File: src/rtl/stopwatch_time_counter.sv
// MM:SS BCD stopwatch counter driven by a synchronized 1 Hz tick, with a
// start/stop/clear FSM and a lap hold on the displayed digits.
module stopwatch_time_counter #(
    parameter int unsigned PRESCALE = 1
) (
    input  logic       clock_in,
    input  logic       reset,
    input  logic       tick_in,
    input  logic       start_stop,
    input  logic       clear,
    input  logic       lap,
    output logic [3:0] sec_ones,
    output logic [3:0] sec_tens,
    output logic [3:0] min_ones,
    output logic [3:0] min_tens,
    output logic       running,
    output logic       lap_active,
    output logic       wrap
);

    localparam logic [1:0] IDLE  = 2'd0;
    localparam logic [1:0] RUN   = 2'd1;
    localparam logic [1:0] PAUSE = 2'd2;

    localparam logic [3:0] PRESCALE_LAST = 4'(PRESCALE - 1);

    // bit 0 tick, bit 1 start_stop, bit 2 clear, bit 3 lap
    logic [3:0] raw_level;
    logic [3:0] sync1;
    logic [3:0] sync2;
    logic [3:0] prev;
    logic [3:0] event_pulse;
    logic [1:0] arm_count;
    logic       armed;

    logic tick_event;
    logic start_stop_event;
    logic clear_event;
    logic lap_event;

    logic [1:0] state;
    logic [1:0] state_next;
    logic [3:0] prescale_count;
    logic [3:0] prescale_next;

    logic [3:0] cnt_sec_ones, cnt_sec_tens, cnt_min_ones, cnt_min_tens;
    logic [3:0] nxt_sec_ones, nxt_sec_tens, nxt_min_ones, nxt_min_tens;
    logic       lap_next;
    logic       wrap_next;
    logic       count_enable;
    logic       second_step;

    assign raw_level = {lap, clear, start_stop, tick_in};

    // Two-flop synchronizer plus previous-value flop for each input
    always_ff @(posedge clock_in) begin
        if (reset) begin
            sync1 <= '0;
            sync2 <= '0;
            prev  <= '0;
        end else begin
            sync1 <= raw_level;
            sync2 <= sync1;
            prev  <= sync2;
        end
    end

    // Arm counter saturates at 3 so levels held through reset release never fire
    always_ff @(posedge clock_in) begin
        if (reset) begin
            arm_count <= '0;
        end else if (arm_count != 2'd3) begin
            arm_count <= arm_count + 2'd1;
        end
    end

    assign armed            = (arm_count == 2'd3);
    assign event_pulse      = armed ? (sync2 & ~prev) : '0;
    assign tick_event       = event_pulse[0];
    assign start_stop_event = event_pulse[1];
    assign clear_event      = event_pulse[2];
    assign lap_event        = event_pulse[3];

    // Increment decision uses the current state, so it is independent of any transition this cycle
    assign count_enable = tick_event && (state == RUN);
    assign second_step  = count_enable && (prescale_count == PRESCALE_LAST);

    // Next-state, prescale, BCD cascade and lap control
    always_comb begin
        state_next    = state;
        prescale_next = prescale_count;
        nxt_sec_ones  = cnt_sec_ones;
        nxt_sec_tens  = cnt_sec_tens;
        nxt_min_ones  = cnt_min_ones;
        nxt_min_tens  = cnt_min_tens;
        lap_next      = lap_active;
        wrap_next     = 1'b0;

        if (count_enable) begin
            if (prescale_count == PRESCALE_LAST) begin
                prescale_next = '0;
            end else begin
                prescale_next = prescale_count + 4'd1;
            end
        end

        if (second_step) begin
            if (cnt_sec_ones != 4'd9) begin
                nxt_sec_ones = cnt_sec_ones + 4'd1;
            end else begin
                nxt_sec_ones = '0;
                if (cnt_sec_tens != 4'd5) begin
                    nxt_sec_tens = cnt_sec_tens + 4'd1;
                end else begin
                    nxt_sec_tens = '0;
                    if (cnt_min_ones != 4'd9) begin
                        nxt_min_ones = cnt_min_ones + 4'd1;
                    end else begin
                        nxt_min_ones = '0;
                        if (cnt_min_tens != 4'd5) begin
                            nxt_min_tens = cnt_min_tens + 4'd1;
                        end else begin
                            nxt_min_tens = '0;
                            wrap_next    = 1'b1;
                        end
                    end
                end
            end
        end

        case (state)
            IDLE: begin
                if (start_stop_event) begin
                    state_next    = RUN;
                    prescale_next = '0;
                end
            end
            RUN: begin
                if (start_stop_event) begin
                    state_next = PAUSE;
                end
                if (lap_event) begin
                    lap_next = ~lap_active;
                end
            end
            PAUSE: begin
                if (lap_event) begin
                    lap_next = 1'b0;
                end
                if (start_stop_event) begin
                    state_next = RUN;
                end else if (clear_event) begin
                    state_next    = IDLE;
                    prescale_next = '0;
                    nxt_sec_ones  = '0;
                    nxt_sec_tens  = '0;
                    nxt_min_ones  = '0;
                    nxt_min_tens  = '0;
                    lap_next      = 1'b0;
                end
            end
            default: begin
                state_next = IDLE;
            end
        endcase
    end

    // State, internal count and registered outputs; display tracks the live count unless lap hold is set
    always_ff @(posedge clock_in) begin
        if (reset) begin
            state          <= IDLE;
            prescale_count <= '0;
            cnt_sec_ones   <= '0;
            cnt_sec_tens   <= '0;
            cnt_min_ones   <= '0;
            cnt_min_tens   <= '0;
            sec_ones       <= '0;
            sec_tens       <= '0;
            min_ones       <= '0;
            min_tens       <= '0;
            running        <= 1'b0;
            lap_active     <= 1'b0;
            wrap           <= 1'b0;
        end else begin
            state          <= state_next;
            prescale_count <= prescale_next;
            cnt_sec_ones   <= nxt_sec_ones;
            cnt_sec_tens   <= nxt_sec_tens;
            cnt_min_ones   <= nxt_min_ones;
            cnt_min_tens   <= nxt_min_tens;
            running        <= (state_next == RUN);
            lap_active     <= lap_next;
            wrap           <= wrap_next;
            if (!lap_next) begin
                sec_ones <= nxt_sec_ones;
                sec_tens <= nxt_sec_tens;
                min_ones <= nxt_min_ones;
                min_tens <= nxt_min_tens;
            end
        end
    end

endmodule

File: config.mk
export PLATFORM = sky130hd
export DESIGN_NAME = stopwatch_time_counter
export DESIGN_NICKNAME = d
export VERILOG_FILES = /design/src/rtl/stopwatch_time_counter.sv
export SDC_FILE = /design/constraint.sdc
export NUM_CORES = 1
export LEC_CHECK = 0
export ABC_AREA = 1
export CORE_ASPECT_RATIO = 0.75
export CORE_MARGIN = 8
export CORE_UTILIZATION = 54
export DETAILED_ROUTE_END_ITERATION = 7
export HOLD_SLACK_MARGIN = 0.08
export MAX_ROUTING_LAYER = met4
export PLACE_DENSITY = 0.85
export SLEW_MARGIN = 20
export SYNTH_ARGS = -nofsm -noshare
export SYNTH_HDL_FRONTEND = slang
export SYNTH_SLANG_ARGS = --single-unit
File: constraint.sdc
create_clock -name clock_in -period 5.4 [get_ports clock_in]
set_clock_uncertainty 0.1 [all_clocks]
set_input_delay 1.62 -clock clock_in [delete_from_list [all_inputs] [get_ports clock_in]]
set_output_delay 1.62 -clock clock_in [all_outputs]
set_load 0.1 [all_outputs]
==> Yosys cells after proc, flatten, opt, wreduce, memory -nomap -nowiden <==
Cells that the tools add are included.
{ "word_totals": {"ff_bits": 55, "output_inout_bits": 19} }
{ "op_classes": {"eq_ne": 9, "bitwise": 4, "reduce_logical": 5, "mux": 44, "addsub": 6} }
{ "ops": {"columns": ["op", "n"], "rows": [
  ["$mux 4", 32],
  ["$add 4x1->4 const B", 5],
  ["$mux 2", 4],
  ["$ne 4x3->1 const B", 2],
  ["$ne 4x4->1 const B", 2],
  ["$pmux 4 s2", 1],
  ["$pmux 2 s3", 1],
  ["$mux 1", 5],
  ["$reduce_or 5->1", 1],
  ["$and 4x4->4", 1],
  ["$eq 2x1->1 const B", 2],
  ["$eq 2x2->1 const B", 2],
  ["$logic_not 4->1", 1],
  ["$not 4->4", 1],
  ["$add 2x1->2 const B", 1],
  ["$logic_and 1x1->1", 2],
  ["$logic_not 2->1", 1],
  ["$ne 2x2->1 const B", 1],
  ["$not 1->1", 2],
  ["$pmux 1 s2", 1]
]} }

==> Logic depth before layout (Yosys ltp) <==
{ "logic_depth": {"ltp_word": 9, "mapped_depth": 12, "depth_no_buf": 12} }

==> Worst setup path after synthesis <==
OpenSTA, ideal clock, no wires.
{ "synth_timing": {"path_type": "reg-to-output", "startpoint": "register lap_active", "endpoint": "output port lap_active", "path_buffers": 0, "slack_ns": 2.741, "stages_incl_launch_ff": 1, "t_required_ns": 3.680, "arrival_time_ns": 0.939, "path_cell_list": "dfxtp_1"} }
{ "synth_rtl": {"columns": ["item", "line", "source"], "rows": [
  ["start: declaration", "17", "output logic lap_active,"],
  ["start signal: assignment", "192", "lap_active <= lap_next;"]
]} }
No word-level cell between the ends.

==> Worst setup path after layout <==
{ "layout_timing": {"startpoint": "register lap_active", "endpoint": "output port lap_active"} }
No word-level cell between the ends.

==> summary.txt <==
Routing
  – Vias: 1988
  – DR pass1 iterations: 4
  – Drt wl/cell: 11.7 microns
  – Drt first-iter violations: 148
  – Drt drc: 0
  – Wirelength, routed: 4690 microns
  – Routed Antenna Nets: 0
  – Via/cell ratio: 4.96

STA
  – Fin. Hold Viols: 0
  – Worst slew pin tran: 0.995 ns
  – Setup TNS: 0 ns
  – Rel. slew slack: 0.335
  – Crit share post-route: 0.660
  – Post-route setup slack: 1.84 ns
  – RSZ-0062 raised after global routing: false
  – FMAX: 281 MHz
  – Slew Limit Fails: 0
  – Tmin final: 3.56 ns
  – # setup viols final: 0

Clock tree
  – Post-CTS setup buffers: 0
  – CTS tree: done
  – CTS Hold Buffers Added: 0
  – Post_cts resized: 0
  – Worst skew pair latency: 0.31 ns
  – CTS Sinks: 55
  – Clock transition at path regs: 0.10 ns
  – Total CTS buffers: 5
  – CTS root buf: clkbuf_8
  – H-Tree Level Count: 2
  – Max Root-Sink Buffers: 2

Placed design
  – IO buf count: 24
  – Area after DPL: 2690 sq um
  – DP Worst Slack: 1.93 ns
  – Post-DP HPWL: 3530 microns
  – Gpl congestion: 0.787

Critical path
  – WS Path Type: reg -> out
  – Cell breakdown of the critical path: clkdlybuf4s50_1
  – Slowest stage delay, CP: 1.15 ns
  – Slowest cell on crit path: clkdlybuf4s50_1
  – Critical Path RT: 3.68 ns
  – Crit end category: primary output
  – Crit-path max FO: 3
  – Critical path's top delay family: buffers and inverters
  – Crit path DAT: 1.84 ns
  – Crit. Startpoint: lap_active$_SDFF_PP0_
  – Buffers & Inverters on Critical Path: 1
  – RR Startpoint: arm_count[0]$_SDFFE_PP0P_
  – Critical Path Start Type: flip-flop

Hold path
  – HP Start: sync1[3]$_SDFF_PP0_
  – Hold Crit Class: reg -> reg

Synth
  – Number of synthesized flops with an enable pin: 0
  – Post-Syn Nets: 330
  – Post-synthesis cell count: 316
  – Synth top area cells: dfxtp_1 (46%), inv_1 (9.5%), nor2_1 (8.9%)
  – Syn_area_per_cell: 7.62 sq um
  – Main synth FF type: dfxtp_1
  – Yosys reg bits: 55
  – Synth warn: 0
  – Sequential area share after synthesis: 0.457
  – Distinct cells, synth: 32
  – Ys async rst share: 0
  – Synth top area share: 0.457
  – Mapped Area: 2410 sq um
  – Post-synth top area cell: dfxtp_1
  – Commonest cells in the netlist: inv_1 (61), nor2_1 (57), dfxtp_1 (55)
  – Most common cell in the netlist: inv_1

Global route
  – GRT Total Usage: 0.157
  – First-pass GRT wire length: 8380 microns
  – Initial antenna violation count: 0
  – Grt total ovfl: 0
  – Vias in the first global route: 1958
  – Largest net degree at the start of global routing: 18

Floorplanning
  – Die width: 93.1 microns
  – Total core area: 4360 sq um
  – Top Ports: 25
  – Total Die Area: 6870 sq um
  – Row count: 21
  – Initial Util: 0.552
  – Die Span Y: 73.8 microns

Pwr
  – Cell Pwr Density: 289 nW/um^2
  – Max VDD drop: 0.175 mV
  – Power Total: 809 uW
  – LEAKAGE: 0.00137 uW

Final layout
  – Final core occ: 0.642
  – Antenna cells: 0
  – Final Cell Area: 2800 sq um
  – Area grow syn2layout: 16.4%
  – Share of cells above drive strength 1: 0.0872
  – Nets: 357

Status
  – Status: finished, final reports clean

Run
  – Max-Cap Viols: 0
[cells in the final DEF (no fill, tap or decap), types with 2 or more instances in the layout]
cell and instances:
nor2_2 2, inv_2 6, nand3b_1 2, dfxtp_1 55, o21ai_1 2, nand4_1 7
nor2_4 2, clkbuf_8 5, a21oi_2 3, inv_1 61, nand2_1 42, nand2_2 2
nand3_1 20, clkdlybuf4s50_1 24, a21oi_1 20, nor2_1 57, o21ai_0 5, nand3_4 2
xor2_1 4, ha_1 8
[final timing paths]
path,endpoint,slack (ns),depth (start not counted)
worst max-delay path,lap_active,1.84,1
worst min-delay path,sync2[3]$_SDFF_PP0_,0.31,2
worst max register to register,sec_ones[1]$_SDFFE_PP0N_,3.30,10
worst min register to register,sync2[3]$_SDFF_PP0_,0.31,2
[metal layers]
metal  global-route usage  part of all wire  vias to the layer above
li1                     -                 -                     1028
met1                0.190              0.49                      913
met2                0.244              0.45                       39
met4               0.0605             0.019                        0
met5                    -                 0                        -
met3               0.0449             0.039                        8
[power by group]
part | internal (uW) | total [uW] | switching (uW)
sequential | 420 | 427 | 7.43
combinational | 29.1 | 108 | 78.7
clock | 138 | 274 | 136
[flip-flops by register name (all words and copies together) (netlist names), 2 cells and up]
register        count
sec_ones            4
cnt_sec_tens        4
prev                4
cnt_sec_ones        4
arm_count           2
sync1               4
cnt_min_ones        4
min_ones            4
state               2
prescale_count      4
sync2               4
cnt_min_tens        4
min_tens            4
sec_tens            4
[cell type report]
class                      instances  area, sq um
multi-input combinational        190         1020
clock buffer                       5         68.8
clock inverter                     3         43.8
sequential                        55         1100
fill                             382         1560
tap                               57         71.3
inverter                          67          251
timing repair buffer              24          240
[metrics by stage]
step,hold WS (ns),std cells
global route,0.340,401
floorplan,0.288,316
detailed placement,0.300,393
global placement,0.291,393
CTS,0.314,401
finish,0.312,401
[cell families (layout without fill, tap and decap cells)]
group	count (synthesis)	after routing	synth area share
AO/OA/AOI/OAI	36	36	0.0920
buffers and inverters	71	99	0.117
XOR/XNOR	4	4	0.0146
flip-flops	55	55	0.457
adder cells (fa/ha/maj)	8	8	0.0416
AND/OR/NAND/NOR	142	142	0.278
Note: power is estimated with default switching activity, not from simulation.
